<file path="config.mk">
export PLATFORM = sky130hd
export DESIGN_NAME = switch_port_rx
export DESIGN_NICKNAME = d
export VERILOG_FILES = /design/src/rtl/switch_port_rx.sv
export SDC_FILE = /design/constraint.sdc
export NUM_CORES = 1
export LEC_CHECK = 0
export CORE_UTILIZATION = 54
export DETAILED_ROUTE_END_ITERATION = 6
export GPL_TIMING_DRIVEN = 1
export PLACE_DENSITY = 0.79
export REMOVE_ABC_BUFFERS = 1
export SLEW_MARGIN = 20
export SYNTH_ARGS = -nofsm -noshare
export SYNTH_HDL_FRONTEND = slang
export SYNTH_SLANG_ARGS = --single-unit
</file>
<file path="constraint.sdc">
create_clock -name clk -period 3.5 [get_ports clk]
set_input_delay 0.525 -clock clk [delete_from_list [all_inputs] [get_ports clk]]
set_output_delay 0.525 -clock clk [all_outputs]
set_load 0.1 [all_outputs]
</file>
<file path="src/rtl/switch_port_rx.sv">
// switch_port_rx
//   Receive side of one switch input port. Each valid_ip strobe carries one
//   {data[15:8], source[7:4], target[3:0]} word. The word's packet type is
//   decoded and stored with it in a first-word-fall-through FIFO. suspend_ip
//   throttles the sender, and the FIFO head is offered to the fabric on a
//   valid/ready handshake.
//
// Ports
//   clk, reset          clock and synchronous active-high reset
//   valid_ip, data_ip   incoming word strobe and word
//   suspend_ip          registered back-pressure to the sender
//   pkt_valid/ready     FIFO head handshake with the fabric
//   pkt_data/source/target/type
//                       FIFO head fields; all zero while the FIFO is empty
//   bad_target          one-cycle pulse when a target-0 word is discarded
//   overflow            one-cycle pulse when a word is dropped on a full FIFO
//   proto_err           one-cycle pulse for a word sent while suspended or
//                       carrying the wrong source
//   drop_cnt            saturating count of discarded words
module switch_port_rx #(
    parameter int DEPTH       = 4,
    parameter int SUSP_MARGIN = 1,
    parameter int PORT_ID     = 0
) (
    input  logic        clk,
    input  logic        reset,
    input  logic        valid_ip,
    input  logic [15:0] data_ip,
    output logic        suspend_ip,
    output logic        pkt_valid,
    input  logic        pkt_ready,
    output logic [7:0]  pkt_data,
    output logic [3:0]  pkt_source,
    output logic [3:0]  pkt_target,
    output logic [1:0]  pkt_type,
    output logic        bad_target,
    output logic        overflow,
    output logic        proto_err,
    output logic [7:0]  drop_cnt
);

    localparam int AW = (DEPTH > 1) ? $clog2(DEPTH) : 1;
    localparam int CW = AW + 1;
    localparam logic [CW-1:0] FULL_LVL = CW'(DEPTH);
    localparam logic [CW-1:0] SUSP_LVL = CW'(DEPTH - SUSP_MARGIN);
    localparam logic [3:0]    EXP_SRC  = 4'(1 << PORT_ID);

    // Each entry is {type, data, source, target}.
    logic [17:0]   mem_q [DEPTH];
    logic [AW-1:0] wr_ptr_q, rd_ptr_q;
    logic [CW-1:0] count_q, count_d;
    logic          suspend_q, suspend_d;
    logic          bad_q, bad_d;
    logic          ovf_q, ovf_d;
    logic          proto_q, proto_d;
    logic [7:0]    drop_q, drop_d;

    logic          push, pop, push_req;
    logic [1:0]    in_type;
    logic [17:0]   head;

    function automatic logic [1:0] decode_type(input logic [3:0] t);
        if (t == 4'hF)
            return 2'b10;
        else if ($countones(t) == 1)
            return 2'b00;
        else
            return 2'b01;
    endfunction

    always_comb begin
        in_type   = decode_type(data_ip[3:0]);
        pop       = (count_q != '0) && pkt_ready;
        push_req  = valid_ip && (data_ip[3:0] != 4'h0);
        // A full FIFO still accepts a word when the head leaves in the same cycle.
        push      = push_req && ((count_q != FULL_LVL) || pop);
        bad_d     = valid_ip && (data_ip[3:0] == 4'h0);
        ovf_d     = push_req && !push;
        proto_d   = valid_ip && (suspend_q || (data_ip[7:4] != EXP_SRC));
        count_d   = count_q + CW'(push) - CW'(pop);
        suspend_d = (count_d >= SUSP_LVL);
        drop_d    = drop_q;
        if ((bad_d || ovf_d) && (drop_q != 8'hFF))
            drop_d = drop_q + 8'd1;
    end

    always_ff @(posedge clk) begin
        if (reset) begin
            wr_ptr_q  <= '0;
            rd_ptr_q  <= '0;
            count_q   <= '0;
            suspend_q <= 1'b0;
            bad_q     <= 1'b0;
            ovf_q     <= 1'b0;
            proto_q   <= 1'b0;
            drop_q    <= 8'h00;
        end else begin
            if (push)
                wr_ptr_q <= wr_ptr_q + AW'(1);
            if (pop)
                rd_ptr_q <= rd_ptr_q + AW'(1);
            count_q   <= count_d;
            suspend_q <= suspend_d;
            bad_q     <= bad_d;
            ovf_q     <= ovf_d;
            proto_q   <= proto_d;
            drop_q    <= drop_d;
        end
    end

    // Storage needs no reset: the head is masked while count is zero.
    always_ff @(posedge clk) begin
        if (push && !reset)
            mem_q[wr_ptr_q] <= {in_type, data_ip};
    end

    always_comb begin
        head       = mem_q[rd_ptr_q];
        pkt_valid  = (count_q != '0);
        pkt_type   = pkt_valid ? head[17:16] : 2'b00;
        pkt_data   = pkt_valid ? head[15:8]  : 8'h00;
        pkt_source = pkt_valid ? head[7:4]   : 4'h0;
        pkt_target = pkt_valid ? head[3:0]   : 4'h0;
    end

    assign suspend_ip = suspend_q;
    assign bad_target = bad_q;
    assign overflow   = ovf_q;
    assign proto_err  = proto_q;
    assign drop_cnt   = drop_q;

endmodule

</file>
# Word level (Yosys, flattened, before mapping)
# Memories as Yosys holds them, arrays and structs flattened. A register that Yosys moved wholly into a read port is not among the register bits.
# Cells that the tools add are included.
[word_totals]
ff_bits = 19
latch_bits = 0
ramBits = 72
mem_bits_ro = 0
output_inout_bits = 31
word_cells = 49
mem_count = 1
[classes]
n_addsub = 8
mul = 0
div_mod_pow = 0
magnitude_cmp = 1
n_eq_ne = 5
n_shift = 0
n_mux = 10
bitwise = 0
n_reduce_logical = 16
[memory_table]
columns = ["name", "words", "width", "read_ports", "rd_clocked_by_memory_dff", "write_ports", "line", "rtl"]
rows = [
  ["mem_q", 4, 18, 1, 1, 1, "49", "logic [17:0] mem_q [DEPTH];"],
]
[op_table]
columns = ["operator", "n"]
rows = [
  ["adder 8 x 1 -> 8 bit, second input constant", 1],
  ["logical AND 1 bit", 8],
  ["2-to-1 mux 2 bit", 4],
  ["2-to-1 mux 4 bit", 2],
  ["2-to-1 mux 8 bit", 1],
  ["inequality test 8 bit, second input constant", 1],
  ["adder 1 x 1 -> 2 bit", 2],
  ["adder 2 x 1 -> 2 bit, second input constant", 2],
  ["equality test 4 bit, second input constant", 1],
  ["zero test 4 bit", 1],
  ["inequality test 4 x 1 -> 1 bit, second input constant", 1],
  ["nonzero test 4 bit", 1],
  ["adder 2 x 2 -> 3 bit", 1],
  ["adder 3 x 1 -> 3 bit", 1],
  ["equality test 3 x 1 -> 1 bit, second input constant", 1],
  ["greater-or-equal comparator 3 x 2 -> 1 bit, second input constant", 1],
  ["logical OR 1 bit", 3],
  ["2-to-1 mux 1 bit", 3],
  ["inequality test 3 bit, second input constant", 1],
  ["nonzero test 3 bit", 1],
  ["subtractor 3 x 1 -> 3 bit", 1],
  ["zero test 1 bit", 2],
]

# Longest topological paths before layout
# Gate-level depths: netlist of the first run.
[logic_depth]
ltp_word = 8
depth_mapped = 12
mapped_depth_nobuf = 12

# Worst setup path before layout of the first run
# OpenSTA, ideal clock, no wires.
[synth_timing]
path_kind = "register to output"
startpoint = "register count_q[1]"
endpoint = "output pkt_data[4]"
arrival_ps = 2338
required_ps = 2975
slack_ps = 637
path_stages_with_launch = 4
path_buffers = 1
cell_sequence = "dfxtp_1 -> or3_1 -> clkbuf_1 -> and2_1"
[synth_between]
elab_chain_len = 2
[synth_lines]
columns = ["item", "line", "rtl"]
rows = [
  ["start: declaration", "51", "logic [CW-1:0] count_q, count_d;"],
  ["start signal: assignment", "102", "count_q <= count_d;"],
  ["nonzero test 3 bit", "119", "pkt_valid = (count_q != '0);"],
  ["net pkt_valid", "30", "output logic pkt_valid,"],
  ["2-to-1 mux 8 bit", "121", "pkt_data = pkt_valid ? head[15:8] : 8'h00;"],
  ["end: declaration", "32", "output logic [7:0] pkt_data,"],
]
# The timed path passes the listed nets, and every way through them passes these cells.

# Final worst setup path of the first run
[layout_timing]
startpoint = "input data_ip[1]"
endpoint = "register suspend_q, in the netlist suspend_ip"
[layout_between]
elab_chain_len = 6
[layout_lines]
columns = ["item", "line", "rtl"]
rows = [
  ["start: declaration", "28", "input logic [15:0] data_ip,"],
  ["nonzero test 4 bit", "74", "push_req = valid_ip && (data_ip[3:0] != 4'h0);"],
  ["logical AND 1 bit", "74", ""],
  ["logical AND 1 bit", "76", "push = push_req && ((count_q != FULL_LVL) || pop);"],
  ["adder 3 x 1 -> 3 bit", "80", "count_d = count_q + CW'(push) - CW'(pop);"],
  ["subtractor 3 x 1 -> 3 bit", "80", ""],
  ["greater-or-equal comparator 3 x 2 -> 1 bit", "81", "suspend_d = (count_d >= SUSP_LVL);"],
  ["end signal: assignment", "103", "suspend_q <= suspend_d;"],
  ["end: declaration", "52", "logic suspend_q, suspend_d;"],
]
# Every way passes these cells.
# A chain may end at the register's enable or synchronous reset.

==> impl_metrics.tcl, run 1 <==
set metrics [dict create \
    cts_buffers 9 \
    start_kind "input pin" \
    finalWirelength_um 6550 \
    fillers 467 \
    crit_path_max_incr_delay_ns 0.52 \
    nNetsFinal 326 \
    cts_max_level 3 \
    path_cells "clkdlybuf4s50_1, inv_1, ha_1, or3b_2, nand3_1, ha_1, inv_1, ha_1, fa_1, xnor2_1, xnor2_1, nor2_1, a21o_1" \
    placementRows 30 \
    ios 51 \
    vias 2122 \
    drive_gt1_share_pct 20.5 \
    setup_viol 0 \
    final_max_slew_viol_count 0 \
    grt_remaining_overflow 0 \
    syn2layout_area_growth_pct 20.6 \
    die-width_um 85.8 \
    drc 0 \
    p_leak_nw 1.59 \
    setup_tns_ns 0 \
    clk_latency_ns 0.35 \
    ir_drop_v 0.000272 \
    grt_pass1_vias 2132 \
    cts_tree "done" \
    crit_slowest_cell "clkdlybuf4s50_1" \
    status "finished clean" \
    cts_root_buf "clkbuf_8" \
    start_util_pct 55.9 \
    cap_violations 0 \
    worst_slew_pin_slew_ns 1.02 \
    hold_viol 0 \
    crit_top_cell "ha_1" \
    first_pass_iters 5 \
    portBuffers 50 \
    clkSlewWorstSetupHoldPaths_ns 0.08 \
    ys_types 38 \
    final.setup_skew_ns 0.0103 \
    holdBufCountCts 0 \
    ys_seq_area_share_pct 68.0 \
    cp-end-kind "flop" \
    ant_nets 0 \
    fin_crit_ns 3.02 \
    relSlewSlack_pct 31.4 \
    antenna_found_initial 0 \
    syn_inst 233 \
    wl_per_cell_um 16.7 \
    grt_pass1_wl_um 10500 \
    vias_per_cell 5.40 \
    critPathKind "input pin to flop" \
    whs_path_depth 2 \
    core_region_area_mm2 0.00679 \
    crit_required_ns 3.74 \
    reg2reg_depth 10 \
    cellPowerDensity_mw_per_mm2 822 \
    antenna_cells 0 \
    stdcell_area_mm2 0.00458 \
    timing.final.crit_share_pct 86.3 \
    holdWs_ns 0.510 \
    synth-seq-cells 93 \
    gp_congestion 0.727 \
    cts.path.max_buffers 2 \
    critPathMaxFanout 6 \
    hold_class "flop to flop" \
    die_area_mm2 0.00737 \
    post-place-cells 378 \
    max_freq_ghz 0.331 \
    dpl_cell_area_mm2 0.00439 \
    syn_avg_cell_area_um2 16.3 \
    die_y_um 85.8 \
    postCtsSetupBuffers 0 \
    crit_arrival_ns 3.27 \
    hpwl_um 4350 \
    grt_max_degree 21 \
    final-instance-count-excl-fill 393 \
    syn-cell-area_mm2 0.00380 \
    drt_iter0_markers 114 \
    synth-warning-count 0 \
    rsz0062_at_grt "no" \
    cts.sinks 93 \
    cts_resized 0 \
    grt_usage_pct 19.5 \
]
==> critical path, delay by kind of cell <==
kind	cells	cell delay [ns]
fa+ha+maj	4	0.86
compound gates	1	0.15
buf+inv	3	0.70
xor+xnor	2	0.33
simple gates	3	0.71
==> final timing paths <==
kind                                         endpoint                   from  slack (ns)
worst min-delay path             proto_err$_SDFF_PP0_  suspend_ip$_SDFF_PP0_        0.51
worst max register to register  suspend_ip$_SDFF_PP0_  count_q[0]$_SDFF_PP0_        1.06
worst min register to register   proto_err$_SDFF_PP0_  suspend_ip$_SDFF_PP0_        0.51
worst max-delay path            suspend_ip$_SDFF_PP0_             data_ip[1]        0.48
==> Yosys cell counts <==
| master | n | area share, % |
|---|---|---|
| a211oi_1 | 1 | 0.20 |
| a21bo_1 | 1 | 0.26 |
| a21o_1 | 1 | 0.20 |
| a21oi_1 | 6 | 0.79 |
| a31oi_1 | 1 | 0.16 |
| and2_1 | 23 | 3.8 |
| and3_1 | 1 | 0.16 |
| and4_1 | 1 | 0.23 |
| buf_2 | 3 | 0.40 |
| clkbuf_1 | 6 | 0.59 |
| dfxtp_1 | 21 | 11 |
| edfxtp_1 | 72 | 57 |
| fa_1 | 2 | 1.1 |
| ha_1 | 11 | 3.6 |
| inv_1 | 13 | 1.3 |
| mux2i_1 | 1 | 0.26 |
| mux4_2 | 18 | 11 |
| nand2_1 | 6 | 0.59 |
| nand3_1 | 4 | 0.53 |
| nand4_1 | 1 | 0.16 |
| nor2_1 | 11 | 1.1 |
| nor2b_1 | 2 | 0.33 |
| nor3_1 | 2 | 0.26 |
| nor3b_1 | 2 | 0.40 |
| nor4_1 | 1 | 0.16 |
| o211ai_1 | 1 | 0.20 |
| o21ai_0 | 1 | 0.13 |
| o21bai_1 | 1 | 0.20 |
| o311a_1 | 1 | 0.26 |
| o311ai_0 | 1 | 0.23 |
| o31ai_1 | 3 | 0.59 |
| o41ai_1 | 2 | 0.46 |
| or3_1 | 2 | 0.33 |
| or3b_2 | 1 | 0.23 |
| or4_1 | 3 | 0.59 |
| or4b_4 | 1 | 0.36 |
| xnor2_1 | 4 | 0.92 |
| xor2_1 | 1 | 0.23 |
==> state kept, by name, indices dropped and copies added, names as in the netlist, named ones only <==
register	count
mem_q	72
rd_ptr_q	2
count_q	3
suspend_ip	1
overflow	1
proto_err	1
wr_ptr_q	2
bad_target	1
drop_cnt	8
==> layout by cell type (no fill, tap or decap), types with 2 or more instances in the layout <==
master	synthesis	routed
nor3_1	2	2
nor3b_1	2	2
a21oi_1	6	6
clkbuf_8	0	9
nor2b_1	2	2
dfxtp_1	21	21
ha_1	11	11
and2_1	23	23
edfxtp_1	72	72
clkdlybuf4s50_1	0	31
xnor2_1	4	4
nand2_1	6	6
or3_1	2	2
nor2_1	11	11
mux4_2	18	18
buf_4	0	27
nand3_1	4	4
or4_1	3	3
o31ai_1	3	3
fa_1	2	2
o41ai_1	2	2
inv_1	13	13
==> stage by stage <==
stage	utilization (%)	power [W]	setup slack [ns]
after CTS	67.4	0.00380	0.476
after floorplan	-	0.00273	0.459
after global placement	64.6	0.00311	0.194
after detailed placement	64.6	0.00312	0.110
after global routing	67.4	0.00391	0.367
final	67.4	0.00376	0.478
==> power by group <==
group / internal [W] / leakage [nW] / switching, W / total, W
Clock: 0.000326 / 0.0931 / 0.000353 / 0.000679
Sequential: 0.00127 / 0.823 / 0.0000488 / 0.00132
Combinational: 0.000470 / 0.674 / 0.00130 / 0.00177
==> logic make-up after synthesis <==
| logic type | share of synthesized area [%] |
|---|---|
| flip-flops | 68.0 |
| buffers and inverters | 2.27 |
| AND/OR/NAND/NOR | 9.23 |
| adder cells (fa/ha/maj) | 4.68 |
| multiplexers | 10.9 |
| XOR/XNOR | 1.15 |
| AO/OA/AOI/OAI | 3.69 |
==> layout make-up <==
type / count / area, um^2 / share of cell area (%)
Sequential cell: 93 / 2580 / 56.4
Clock inverter: 6 / 63.8 / 1.39
Inverter: 13 / 48.8 / 1.07
Timing Repair Buffer: 58 / 513 / 11.2
Tap cell: 96 / 120 / 2.62
Clock buffer: 9 / 124 / 2.70
Multi-Input combinational cell: 118 / 1130 / 24.6
==> routing by layer <==
layer,GRT usage (%),up-vias,wire length (um),share of wire [%]
li1,-,1001,-,-
met5,0,-,0,0
met3,4.72,14,338,5.2
met2,32.4,60,3260,50
met1,24.0,1047,2820,43
met4,10.3,0,129,2.0
Power figures use the tool's default switching activity.
==> inputs of run 2 (changes only) <==
--- a/config.mk
+++ b/config.mk
@@ -10,7 +10,7 @@
 export GPL_TIMING_DRIVEN = 1
 export PLACE_DENSITY = 0.79
 export REMOVE_ABC_BUFFERS = 1
-export SLEW_MARGIN = 20
+export SLEW_MARGIN = 25
 export SYNTH_ARGS = -nofsm -noshare
 export SYNTH_HDL_FRONTEND = slang
 export SYNTH_SLANG_ARGS = --single-unit
==> impl_metrics.tcl, run 2 (synthesis gave the netlist of run 1 again) <==
set metrics [dict create \
    grt_remaining_overflow 0 \
    critPathKind "input pin to flop" \
    path_cells "clkdlybuf4s50_1, inv_1, ha_1, or3b_2, nand3_1, ha_1, inv_1, ha_1, fa_1, xnor2_1, xnor2_1, nor2_1, a21o_1" \
    grt_usage_pct 19.5 \
    setup_viol 0 \
    start_kind "input pin" \
    cts.sinks 93 \
    drt_iter0_markers 99 \
    crit_path_max_incr_delay_ns 0.51 \
    drc 0 \
    holdBufCountCts 0 \
    crit_slowest_cell "clkdlybuf4s50_1" \
    cap_violations 0 \
    drive_gt1_share_pct 20.9 \
    final.setup_skew_ns 0.00908 \
    core_region_area_mm2 0.00679 \
    syn2layout_area_growth_pct 20.8 \
    hold_class "flop to flop" \
    postLayoutCoreUtil_pct 67.5 \
    ant_nets 0 \
    cts_root_buf "clkbuf_8" \
    cts_resized 0 \
    final_max_slew_viol_count 0 \
    first_pass_iters 4 \
    nNetsFinal 326 \
    switching_power_w 0.00170 \
    portBuffers 50 \
    use_met2_pct 32.4 \
    holdWs_ns 0.509 \
    cts_max_level 3 \
    seqPwrFrac_pct 35.0 \
    combPwrFrac_pct 46.9 \
    hpwl_um 4350 \
    largest_reg_flops 72 \
    postCtsSetupBuffers 0 \
    cts_buffers 9 \
    worst_slew_pin_slew_ns 0.999 \
    ios 51 \
    final-instance-count-excl-fill 393 \
    rsz0062_at_grt "no" \
    gp_congestion 0.727 \
    setup_tns_ns 0 \
    antenna_cells 0 \
    dpl_cell_area_mm2 0.00439 \
    post-place-cells 378 \
    clk_latency_ns 0.35 \
    stdcell_area_mm2 0.00458 \
    relSlewSlack_pct 33.2 \
    cp-end-kind "flop" \
    critPathMaxFanout 6 \
    finalWirelength_um 6560 \
    wl_per_cell_um 16.7 \
    top_usage_layer "met2" \
    crit_top_cell "ha_1" \
    p_leak_nw 1.59 \
    mostFrequentLayoutCells "edfxtp_1 (72), clkdlybuf4s50_1 (31), buf_4 (27)" \
    met1_usage_pct 24.0 \
    status "finished clean" \
    ir_drop_v 0.000273 \
    power.internal_w 0.00206 \
    fillers 466 \
    grt_max_degree 21 \
    antenna_found_initial 0 \
    grt_pass1_vias 2132 \
    crit_required_ns 3.75 \
    final_common_cell "edfxtp_1" \
    cts_tree "done" \
    clkSlewWorstSetupHoldPaths_ns 0.08 \
    max_freq_ghz 0.333 \
    p_sw_share_pct 45.2 \
    grtUsageMet3_pct 4.72 \
    cts.path.max_buffers 2 \
    timing.final.crit_share_pct 85.8 \
    start_util_pct 55.9 \
    clkPwrFrac_pct 18.1 \
    die_area_mm2 0.00737 \
    top_register "mem_q" \
    vias_per_cell 5.38 \
    crit_arrival_ns 3.25 \
    fin_crit_ns 3.00 \
    die-width_um 85.8 \
    cellPowerDensity_mw_per_mm2 821 \
    hold_viol 0 \
    vias 2114 \
    placementRows 30 \
    grt_pass1_wl_um 10500 \
    die_y_um 85.8 \
]
==> run 2: area by class of cell <==
type | count | area, um^2 | share of cell area, %
clock buffer | 9 | 124 | 2.70
timing repair buffer | 58 | 513 | 11.2
sequential | 93 | 2580 | 56.3
tap | 96 | 120 | 2.62
inverter | 13 | 48.8 | 1.06
multi-input combinational | 118 | 1130 | 24.7
clock inverter | 6 | 63.8 | 1.39
==> run 2: path summary, 6_finish.rpt <==
kind | cells after the start | startpoint | slack [ns] | to
max | 13 | data_ip[1] | 0.50 | suspend_ip$_SDFF_PP0_
min | 2 | suspend_ip$_SDFF_PP0_ | 0.51 | proto_err$_SDFF_PP0_
max reg2reg | 10 | count_q[0]$_SDFF_PP0_ | 1.06 | suspend_ip$_SDFF_PP0_
min reg2reg | 2 | suspend_ip$_SDFF_PP0_ | 0.51 | proto_err$_SDFF_PP0_
==> run 2: critical path, delay by kind of cell <==
family / cells / cell delay (ns)
fa+ha+maj: 4 / 0.86
buf+inv: 3 / 0.68
simple gates: 3 / 0.71
compound gates: 1 / 0.15
xor+xnor: 2 / 0.33
==> run 2: per-stage QoR <==
step                      setup slack [ns]  power (W)
final                                0.498    0.00377
after global routing                 0.367    0.00391
after global placement               0.194    0.00311
after CTS                            0.476    0.00380
after detailed placement             0.110    0.00312
after floorplan                      0.459    0.00273
==> run 2: routing by layer <==
layer	part of all wire [%]	wire [um]
met2	49	3230
met3	4.9	323
met4	2.2	147
met1	44	2860
met5	0	0
==> run 2: power groups by stage <==
stage / Clock [W] / Combinational, W / Sequential, W
floorplan: 0 / 0.00132 / 0.00142
global placement: 0 / 0.00177 / 0.00134
detailed placement: 0 / 0.00178 / 0.00134
CTS: 0.000693 / 0.00179 / 0.00132
global route: 0.000740 / 0.00185 / 0.00133
finish: 0.000682 / 0.00177 / 0.00132
==> RTL change 1, RTL diff (settings of run 2) <==
The output `overflow` loses its register stage (`ovf_q` becomes a continuous assignment).
--- a/src/rtl/switch_port_rx.sv
+++ b/src/rtl/switch_port_rx.sv
@@ -92,5 +92,4 @@
             suspend_q <= 1'b0;
             bad_q     <= 1'b0;
-            ovf_q     <= 1'b0;
             proto_q   <= 1'b0;
             drop_q    <= 8'h00;
@@ -103,9 +102,10 @@
             suspend_q <= suspend_d;
             bad_q     <= bad_d;
-            ovf_q     <= ovf_d;
             proto_q   <= proto_d;
             drop_q    <= drop_d;
         end
     end
+
+    assign ovf_q = ovf_d;
 
     // Storage needs no reset: the head is masked while count is zero.
Check against the original RTL: not equivalent (Yosys sat finds a counterexample within 10 cycles, from zero or initial values and one cycle with reset high).
==> RTL change 1 against run 2 <==
- wire length is 2.2% higher
- area after synthesis fell by 0.40%
- setup slack lost 19 ps
- synthesized cell count up 1.3%
- total power shrank 0.56%
- sequential cell count down 1
- final area rose by 0.55%
- non-clock buffer count rose by 2
- critical path type unchanged
==> RTL change 1: results (changes against run 2) <==
Reg power frac = 0.345 (-0.005)
Min-Delay Path Class = reg -> reg
reg-to-reg slack, setup = 1010 ps (-50 ps)
Placed Area = 4430 um^2 (+0.80%)
clk root buf = clkbuf_8
P_sw = 1.69 mW (-0.60%)
gpl congestion = 0.717 (-1.4%)
CP max stage delay = 500 ps
top cells by count, synth = edfxtp_1 (72), and2_1 (23), dfxtp_1 (20), mux4_2 (18)
detailed placement HPWL = 4350 um (about the same)
Netlist cell types = 34 (-11%)
Slew Limit Headroom = 0.351 (+0.0194)
largest net degree at the start of global routing = 21 (unchanged)
CTS resizes = 0 (unchanged)
antenna violations before repair = 0 (unchanged)
critical path's top delay family = adder cells
clk slew on worst S/H paths = 80 ps (about the same)
pre-CTS setup slack = 89.4 ps (-20.5 ps)
WP data arrival = 3270 ps (+20 ps)
Pre-antenna DRT Iters = 4 (unchanged)
Clk network pwr share = 0.178 (-0.003)
TritonCTS buffer count = 9 (unchanged)
H-tree depth = 3 (unchanged)
Ys Warns = 0 (unchanged)
Leak Pwr = 1.60 nW (+0.49%)
Antenna Cells = 0 (unchanged)
GRT Util Overall = 0.202 (+0.00633)
DR iter-0 viols = 122 (+23%)
Clk Latency, worst-skew pair = 350 ps (about the same)
WL final = 6700 um (+2.2%)
Final nets = 331 (+1.5%)
maximum clock path buffer count = 2 (unchanged)
vias per cell = 5.32 (-1.0%)
area of the multi-input gates = 1130 um^2 (unchanged)
Logic power comb = 1.79 mW
Setup Fix Bufs, Post-CTS = 0 (unchanged)
Worst Skew = 6.05 ps (-3.03 ps)
Top reg by flops = mem_q
Seq/Total Area, Yosys = 0.678 (-0.00259)
Fillers = 489 (+4.9%)
asr flop ratio synth = 0 (unchanged)
largest cells by area after synthesis = edfxtp_1 (57%), mux4_2 (11%), dfxtp_1 (11%)
number of flops mapped to enable cells by yosys = 72 (unchanged)
peak supply drop = 389 uV (+43%)
status = finished, final reports clean
IO buf count = 50 (unchanged)
CP Max Fanout = 6 (unchanged)
layout cells sized above 1 = 0.208 (-0.000833)
max-slew violation count = 0 (unchanged)
vias in the first global route = 2094 (-1.8%)
clock period minus worst slack = 3020 ps (+18.6 ps)
first-pass GRT wire length = 10700 um (+1.6%)
max reg flops = 72 (unchanged)
CP max-delay cell = or3b_2
-- RTL change 1: changes by cell type after synthesis, moves of 2 or more --
cell	before	now
nand3_1	4	6
nor2_1	11	13
nor3_1	2	0
o21ai_0	1	3
or3_1	2	5
-- RTL change 1: final timing paths --
check | cells after the start | to | start
max | 13 | suspend_ip | data_ip[0]
min | 1 | drop_cnt[6] | drop_cnt[6]
max reg2reg | 10 | suspend_ip | count_q[1]
min reg2reg | 1 | drop_cnt[6] | drop_cnt[6]
-- RTL change 1: kinds of logic (layout without fill, tap and decap cells) --
| kind of cell | count (synthesis) | in the layout | share of synthesized area |
|---|---|---|---|
| xor+xnor | 5 | 5 | 0.0116 |
| simple gates | 65 | 65 | 0.0973 |
| compound gates | 20 | 20 | 0.0338 |
| buf+inv | 22 | 89 | 0.0228 |
| fa+ha+maj | 13 | 13 | 0.0470 |
| flops | 92 | 92 | 0.678 |
| mux | 19 | 19 | 0.110 |
-- RTL change 1: stage by stage --
| step | std cells | hold slack [ps] | util |
|---|---|---|---|
| finish | 399 | 520 | 0.678 |
| global route | 399 | 541 | 0.678 |
| CTS | 399 | 517 | 0.678 |
| detailed placement | 383 | 498 | 0.652 |
| global placement | 383 | 492 | 0.652 |
| floorplan | 227 | 485 | - |
-- RTL change 1: routing by layer --
| layer | GRT usage | routed length, um |
|---|---|---|
| met1 | 0.270 | 2990 |
| met5 | 0 | 0 |
| met3 | 0.0385 | 248 |
| met2 | 0.320 | 3350 |
| met4 | 0.100 | 106 |
-- RTL change 1: final cells by class --
class,instances,share of cell area
timing repair buffer,60,0.122
sequential,92,0.556
clock buffer,10,0.0277
tap,96,0.0261
multi-input combinational,122,0.246
clock inverter,6,0.0119
inverter,13,0.0106
==> RTL change 2, RTL diff (config.mk and constraints of run 2) <==
Without the edit above. Change the parameter `DEPTH` from 4 to 2.
--- a/src/rtl/switch_port_rx.sv
+++ b/src/rtl/switch_port_rx.sv
@@ -19,5 +19,5 @@
 //   drop_cnt            saturating count of discarded words
 module switch_port_rx #(
-    parameter int DEPTH       = 4,
+    parameter int DEPTH       = 2,
     parameter int SUSP_MARGIN = 1,
     parameter int PORT_ID     = 0
Check against the original RTL: not equivalent (a bounded check fails within 4 cycles, from zero or initial values and one cycle with reset high).
==> RTL change 2 against run 2 <==
- via count decreased by 27%
- highest routed layer unchanged
- area after synthesis shrank 41%
- clock power fell by 38%
- total power is 34% lower
- sequential cell count is 40 lower
- critical endpoint unchanged
- setup slack improved by 70 ps
- critical path type unchanged
- final area is 37% lower
- fmax increased by 2.4%
- clock skew down 1.8 ps
- final cell count shrank 27%
- non-clock buffer count decreased by 2
- combinational power fell by 25%
- wire length decreased by 35%
==> RTL change 2: results (changes against run 2) <==
status = finished, final reports clean
Setup Fix Bufs, Post-CTS = 0 (unchanged)
Setup TNS Final = 0 ps (unchanged)
wl on met1 = 1840 um (-36%)
top cells by count, synth = edfxtp_1 (36), nor2_1 (29), mux2i_1 (18), dfxtp_1 (17), inv_1 (9)
WHS Endpoint = proto_err
hold_ws = 518 ps (+8.91 ps)
metal3 WL = 272 um (-16%)
DR iter-0 viols = 113 (+14%)
gpl congestion = 0.779 (+7.2%)
CP max stage delay = 480 ps (-30 ps)
fraction of the mapped netlist area in adder cells = 0.0480 (+0.00116)
Worst Setup SP = data_ip[0]
Netlist cell types = 37 (-2.6%)
Clk Latency, worst-skew pair = 300 ps (-50 ps)
CP Max Fanout = 7 (+1)
GRT Util Overall = 0.208 (+0.0130)
number of flops mapped to enable cells by yosys = 36 (-50%)
peak supply drop = 342 uV (+25%)
first-pass GRT wire length = 6690 um (-37%)
Worst Skew = 7.23 ps (-1.85 ps)
critical path's top delay family = simple AND/OR/NAND/NOR gates
met2 wire len = 2120 um (-34%)
Slew Limit Headroom = 0.340 (+0.00849)
Worst R2R Start = count_q[1]
reg-to-reg slack, setup = 1190 ps (+130 ps)
layout cells sized above 1 = 0.162 (-0.0471)
Seq/Total Area, Yosys = 0.634 (-0.0467)
Reg2Reg Depth = 9 (-1)
clock period minus worst slack = 2930 ps (-69.5 ps)
Post-Synth XOR/XNOR Area = 0.0117 (+0.000176)
largest cells by area after synthesis = edfxtp_1 (48%), dfxtp_1 (15%), mux2i_1 (8.0%)
max reg flops = 36 (-50%)
met1 Use GR = 0.246 (+0.00616)
met3 Use GR = 0.0411 (-0.00606)
Final nets = 262 (-20%)
# hold bufs at CTS = 0 (unchanged)
H-tree depth = 2 (-1)
vias in the first global route = 1460 (-32%)
mux contribution to synthesized area = 0.0904 (-0.0191)
largest net degree at the start of global routing = 21 (unchanged)
detailed placement HPWL = 2990 um (-31%)
met2 usage = 0.361 (+0.0373)
CTS resizes = 0 (unchanged)
TritonCTS buffer count = 5 (-4)
vias per cell = 5.44 (+1.2%)
Antenna Cells = 0 (unchanged)
Fillers = 270 (-42%)
DR WL/cell = 15.0 um (-9.8%)
pre-CTS setup slack = 301 ps (+191 ps)
WP data arrival = 3130 ps (-120 ps)
Leak Pwr = 1.09 nW (-31%)
IO buf count = 50 (unchanged)
top sig layer = met4
Compound-Gate Fraction of Synth Area = 0.0480 (+0.0110)
[RTL change 2: changes by cell type after synthesis, sizes merged, moves of 4 or more]
| cell | change |
|---|---|
| mux2i | +17 |
| inv | -4 |
| nor2 | +18 |
| ha | -4 |
| edfxtp | -36 |
| dfxtp | -4 |
| mux4 | -18 |
| and2 | -21 |
[RTL change 2: report_power, final]
group	internal, mW	switching (mW)
clock network	0.233	0.187
registers	0.731	0.0263
logic	0.293	1.03
total	1.26	1.24
[RTL change 2: layout make-up]
class / instances / share of cell area
Sequential cell: 53 / 0.490
Multi-Input combinational cell: 109 / 0.264
Timing Repair Buffer: 56 / 0.172
Clock buffer: 7 / 0.0298
Tap cell: 50 / 0.0216
Inverter: 9 / 0.0117
Clock inverter: 1 / 0.0104
[RTL change 2: stage by stage]
step	util	cells	cell area, um^2	power [mW]
after floorplan	-	171	2210	1.81
after global routing	0.724	285	2900	2.59
after global placement	0.695	277	2780	2.08
after CTS	0.724	285	2900	2.51
final	0.724	285	2900	2.50
after detailed placement	0.695	277	2780	2.10
